`config.mk`:
```
export PLATFORM = sky130hd
export DESIGN_NAME = wptr_full_ctrl_flat
export DESIGN_NICKNAME = d
export VERILOG_FILES = /design/src/rtl/wptr_full_ctrl_if.sv /design/src/rtl/wptr_full_ctrl.sv /design/src/flat_wrapper.sv
export SDC_FILE = /design/constraint.sdc
export NUM_CORES = 1
export LEC_CHECK = 0
export BUFFER_PORTS_ARGS = -buffer_cell sky130_fd_sc_hd__buf_2
export CORE_MARGIN = 8
export CORE_UTILIZATION = 37
export CTS_BUF_LIST = sky130_fd_sc_hd__clkbuf_4 sky130_fd_sc_hd__clkbuf_8 sky130_fd_sc_hd__clkbuf_16
export CTS_CLUSTER_DIAMETER = 60
export DETAILED_ROUTE_END_ITERATION = 7
export PLACE_DENSITY_LB_ADDON = 0.08
export RECOVER_POWER = 100
export SYNTH_ARGS = -nofsm -noshare
export SYNTH_HDL_FRONTEND = slang
export SYNTH_SLANG_ARGS = --single-unit
```
`constraint.sdc`:
```
create_clock -name clk -period 3.8 [get_ports clk]
set_clock_uncertainty 0.05 [all_clocks]
set_input_delay 0.19 -clock clk [delete_from_list [all_inputs] [get_ports clk]]
set_output_delay 0.19 -clock clk [all_outputs]
set_load 0.01 [all_outputs]
```
`src/rtl/wptr_full_ctrl_if.sv`:
```
// Write-side bus of the async FIFO pointer/full controller.
// master : write requester and status consumer (drives winc, clr_ovf, wq2_rptr)
// slave  : wptr_full_ctrl (drives pointers, memory write controls and status)
interface wptr_full_ctrl_if #(
  parameter int unsigned ADDR_WIDTH = 6
);
  logic                  winc;
  logic [ADDR_WIDTH:0]   wq2_rptr;
  logic                  clr_ovf;
  logic [ADDR_WIDTH:0]   wptr;
  logic [ADDR_WIDTH-1:0] waddr;
  logic                  wen;
  logic                  wfull;
  logic                  walmost_full;
  logic [ADDR_WIDTH:0]   wlevel;
  logic                  woverflow;

  modport master (
    output winc, wq2_rptr, clr_ovf,
    input  wptr, waddr, wen, wfull, walmost_full, wlevel, woverflow
  );

  modport slave (
    input  winc, wq2_rptr, clr_ovf,
    output wptr, waddr, wen, wfull, walmost_full, wlevel, woverflow
  );
endinterface

```
`src/rtl/wptr_full_ctrl.sv`:
```
// Write-domain pointer and full-flag controller for the async FIFO.
// Owns the binary/Gray write pointers, drives the memory write address/enable,
// and derives full, almost-full, occupancy and sticky overflow from the read
// pointer already synchronized into this clock domain.
// Ports:
//   clk    write-domain clock
//   rst_n  asynchronous active-low reset
//   bus    slave side of wptr_full_ctrl_if (winc, wq2_rptr, clr_ovf in;
//          wptr, waddr, wen, wfull, walmost_full, wlevel, woverflow out)
module wptr_full_ctrl #(
  parameter int unsigned ADDR_WIDTH   = 6,
  parameter int unsigned AFULL_THRESH = 56
) (
  input  logic            clk,
  input  logic            rst_n,
  wptr_full_ctrl_if.slave bus
);

  localparam int unsigned A    = ADDR_WIDTH;
  localparam int unsigned PtrW = ADDR_WIDTH + 1;
  localparam logic [A:0]  AfullThr = PtrW'(AFULL_THRESH);

  logic [A:0] wbin_q, wbin_d;
  logic [A:0] wgray_q, wgray_d;
  logic [A:0] wlevel_q, wlevel_d;
  logic [A:0] rbin;
  logic       wfull_q, wfull_d;
  logic       walmost_full_q, walmost_full_d;
  logic       woverflow_q, woverflow_d;
  logic       wen;

  always_comb begin
    wen     = bus.winc & ~wfull_q;
    wbin_d  = wbin_q + {{A{1'b0}}, wen};
    wgray_d = (wbin_d >> 1) ^ wbin_d;

    // Gray-to-binary: bit i is the XOR of all Gray bits from the MSB down to i.
    rbin = '0;
    for (int i = 0; i <= int'(A); i++) begin
      rbin[i] = ^(bus.wq2_rptr >> i);
    end

    // Full when the next write pointer equals the read pointer with the two
    // MSBs inverted (Gray form of "one lap ahead"). Using next-state values
    // keeps wfull aligned with the write that fills the last slot.
    wfull_d = (wgray_d == {~bus.wq2_rptr[A:A-1], bus.wq2_rptr[A-2:0]});

    // Synchronizer lag only delays visibility of reads, so this never
    // under-reports stored entries.
    wlevel_d       = wbin_d - rbin;
    walmost_full_d = (wlevel_d >= AfullThr);

    // Set takes priority over clear.
    woverflow_d = woverflow_q;
    if (bus.clr_ovf) woverflow_d = 1'b0;
    if (bus.winc && wfull_q) woverflow_d = 1'b1;
  end

  always_ff @(posedge clk or negedge rst_n) begin
    if (!rst_n) begin
      wbin_q         <= '0;
      wgray_q        <= '0;
      wlevel_q       <= '0;
      wfull_q        <= 1'b0;
      walmost_full_q <= 1'b0;
      woverflow_q    <= 1'b0;
    end else begin
      wbin_q         <= wbin_d;
      wgray_q        <= wgray_d;
      wlevel_q       <= wlevel_d;
      wfull_q        <= wfull_d;
      walmost_full_q <= walmost_full_d;
      woverflow_q    <= woverflow_d;
    end
  end

  assign bus.wptr         = wgray_q;
  assign bus.waddr        = wbin_q[A-1:0];
  assign bus.wen          = wen;
  assign bus.wfull        = wfull_q;
  assign bus.walmost_full = walmost_full_q;
  assign bus.wlevel       = wlevel_q;
  assign bus.woverflow    = woverflow_q;

endmodule

```
`src/flat_wrapper.sv`:
```
// flat-port wrapper written by rule: the top's interface ports become plain ports
module wptr_full_ctrl_flat 
#(
  parameter int unsigned ADDR_WIDTH   = 6,
  parameter int unsigned AFULL_THRESH = 56
)
  (clk, rst_n, bus_winc, bus_wq2_rptr, bus_clr_ovf, bus_wptr, bus_waddr, bus_wen, bus_wfull, bus_walmost_full, bus_wlevel, bus_woverflow);
  wptr_full_ctrl_if #(.ADDR_WIDTH(ADDR_WIDTH)) bus_i ();
  input  logic clk;
  input  logic rst_n;
  input wire logic [$bits(bus_i.winc)-1:0] bus_winc;
  input wire logic [$bits(bus_i.wq2_rptr)-1:0] bus_wq2_rptr;
  input wire logic [$bits(bus_i.clr_ovf)-1:0] bus_clr_ovf;
  output wire logic [$bits(bus_i.wptr)-1:0] bus_wptr;
  output wire logic [$bits(bus_i.waddr)-1:0] bus_waddr;
  output wire logic [$bits(bus_i.wen)-1:0] bus_wen;
  output wire logic [$bits(bus_i.wfull)-1:0] bus_wfull;
  output wire logic [$bits(bus_i.walmost_full)-1:0] bus_walmost_full;
  output wire logic [$bits(bus_i.wlevel)-1:0] bus_wlevel;
  output wire logic [$bits(bus_i.woverflow)-1:0] bus_woverflow;
  assign bus_i.winc = bus_winc;
  assign bus_i.wq2_rptr = bus_wq2_rptr;
  assign bus_i.clr_ovf = bus_clr_ovf;
  assign bus_wptr = bus_i.wptr;
  assign bus_waddr = bus_i.waddr;
  assign bus_wen = bus_i.wen;
  assign bus_wfull = bus_i.wfull;
  assign bus_walmost_full = bus_i.walmost_full;
  assign bus_wlevel = bus_i.wlevel;
  assign bus_woverflow = bus_i.woverflow;
  wptr_full_ctrl #(.ADDR_WIDTH(ADDR_WIDTH), .AFULL_THRESH(AFULL_THRESH)) u_core (.clk(clk), .rst_n(rst_n), .bus(bus_i));
endmodule
```
==> metrics.cfg <==
[status]
outcome = complete, no violations

[sta]
rsz0062_at_grt = false
finalHoldViolations = 0
setup_viol = 0
fin_crit_ns = 3.29
tightestPinTransition_ns = 1.24
period_share = 0.866
setup_tns_ns = 0
drv_slew = 0
slew_headroom = 0.176
timing.hold.ws_ns = 0.0410
fmax_mhz = 304
postLayoutSetupSlackWorst_ns = 0.510

[final_layout]
final_common_cell = clkbuf_1
multi_input_area_um2 = 648
drive_above_1_share = 0.0980
fillCellCount = 350
nets = 173
ff_latch_area_um2 = 576
final_cell_mix = clkbuf_1, dfrtp_1, xnor2_1
areaGrowthSynthToFinish_pct = 17.8
diodes = 0

[floorplan]
die_area_um2 = 5600
die_h_um = 74.8
coreArea_um2 = 3340
start_util = 0.384
die_w_um = 74.8
rows = 21
pin_count = 35

[logic_synthesis]
ys_seq_elements = 23
synth_nets = 130
synthCells = 111
ys_seq_area_frac = 0.449
synth_warnings = 0
synthTopCellsByArea = dfrtp_1, xnor2_1, xor2_1
synthDistinctLibCells = 27
synth_area_leader_cell = dfrtp_1
avgSynthCellArea_um2 = 11.5
synth_area_um2 = 1280
yosysTopAreaCellShare = 0.449

[routing]
drc = 0
ant_nets = 0
vias_per_cell = 4.56
dr.pass1.iters = 4
vias = 907
first_iter_violations = 3
avgRoutedWirePerCell_um = 13.9
wl_um = 2760

[power]
swShare = 0.459
total_power_uw = 1460
p_seq_frac = 0.294
p_switching_uw = 670
power_per_cell_area_nw_per_um2 = 968
p_leak_uw = 0.000672
peakVddDrop_v = 0.000418
p_int_uw = 790
clockPowerShare = 0.080
combPwrFrac = 0.626

[grt]
grt_max_degree = 24
grt_pass1_wl_um = 4340
use_met3 = 0.0320
met2_usage = 0.175
grtUsageMet1 = 0.117
grt_pass1_vias = 968
antenna_found_initial = 0
grt_overflow_total = 0
grt_busiest_layer = met2
grt_usage = 0.103

[placed_design]
gp_congestion = 0.752
hpwl_um = 2210
portBuffers = 34
dp_slack_ns = 0.409

[clock_tree]
clock-sinks = 23
cts_htree_levels = 1
clk_latency_ns = 0.31
root_buffer = clkbuf_4
cts_tree = yes
clk_pin_slew_worst_paths_ns = 0.13
post_cts_buffers = 0
clock_path_buffers = 2
cts_inserted_buffers = 3

[worst_setup_path]
end_kind = flip-flop
worst_path_largest_cell_delay_ns = 0.59
regToRegStartpoint = u_core.bus.wfull
critPathMaxFanout = 7
worst-setup-path-type = in -> reg
arrival_ns = 3.46
critPathRequiredTime_ns = 3.97
worstReg2RegEnd = u_core.bus.walmost_full
cpMaxStageDelayCell = xnor2_1
path_cells = buf_2, xnor3_1, xnor2_1, xor2_1, xnor2_1, ha_1, inv_1, ha_1, o2111a_1, a2111oi_4, a22oi_1, xor2_1, a31o_1
r2r_slack_ns = 0.64
cp-start-kind = input pin
rr_worst_depth = 11

[worst_hold_path]
hold_end = u_core.bus.woverflow
hold_depth = 3
hold_path_class = in -> reg
min_from = bus_winc

[run]
cap_violations = 0

## sequential cells by signal, indices dropped and copies added, names as in the netlist
register / flops
u_core.bus.wptr: 6
u_core.bus.wfull: 1
u_core.bus.walmost_full: 1
u_core.bus.woverflow: 1
u_core.wbin_q: 7
u_core.bus.wlevel: 7
## worst max-delay path by stage
stage	slack (ns)	start	cells after the start	to
floorplan	0.59	u_core.bus.wfull	11	u_core.bus.walmost_full
global placement	0.51	bus_wq2_rptr[4]	13	u_core.bus.walmost_full
detailed placement	0.41	bus_wq2_rptr[4]	13	u_core.bus.walmost_full
CTS	0.62	u_core.bus.wfull	11	u_core.bus.walmost_full
global route	0.28	bus_wq2_rptr[4]	13	u_core.bus.walmost_full
finish	0.51	bus_wq2_rptr[4]	13	u_core.bus.walmost_full
## power by group through the flow
stage	combinational (µW)	clock (µW)	sequential, µW
final	913	117	429
after detailed placement	989	0	432
after global routing	1020	132	447
after global placement	978	0	431
after floorplan	634	0	492
after CTS	997	123	427
## routing by layer
layer	vias to the layer above	wire length, µm	share of wire
li1	451	-	-
met3	2	227	0.082
met4	0	22	0.0080
met2	24	1330	0.48
met1	430	1190	0.43
met5	-	0	0
## worst max-delay path, delay by kind of cell
family	cells	cell delay, ns
AOI/OAI and AO/OA	4	1.01
adders and majority gates	2	0.39
buffers and inverters	2	0.15
xor gates and xnor gates	5	1.72
## what timing repair did
action | 4_1_cts | 5_1_grt
endpoints found under the hold margin | 23 | 1
hold buffers | 1 | 1
resized for setup | 0 | 0
## through the flow
step | utilization | area, µm² | instances
2_1_floorplan | - | 1280 | 111
3_3_place_gp | 0.457 | 1520 | 193
3_5_place_dp | 0.457 | 1520 | 193
4_1_cts | 0.468 | 1560 | 198
5_1_grt | 0.452 | 1510 | 199
6_report | 0.452 | 1510 | 199
## synth_stat cells
cell and number:
nor4b_2 1, nor3_1 1, o21ai_0 3, and2_1 1, a21o_1 1, or3_1 1
a2111oi_4 1, inv_1 9, nand2_1 5, a31oi_1 2, nand4_1 1, xor2_1 16
xnor2_4 1, a22oi_1 1, xnor2_1 17, ha_1 8, a21oi_1 4, and2b_1 1
dfrtp_1 23, a2111oi_0 1, o2111a_1 1, xnor3_2 1, nand3_1 2, o21ai_2 1
a31o_1 1, nor2_1 6, nor2b_1 1
## cells by family (layout without fill, tap and decap cells)
family / after synthesis / count (layout) / synth area share
xor+xnor: 35 / 35 / 0.266
flops: 23 / 23 / 0.449
simple gates: 20 / 20 / 0.0811
compound gates: 16 / 16 / 0.0996
buf+inv: 9 / 51 / 0.0264
fa+ha+maj: 8 / 8 / 0.0781
## layout make-up
cell class	instances	share of cell area
tap	46	0.0381
clock inverter	1	0.00332
multi-input combinational	79	0.430
timing repair buffer	38	0.110
inverter	9	0.0224
sequential	23	0.381
clock buffer	3	0.0149
No activity file was read; power rests on OpenSTA's default activity.
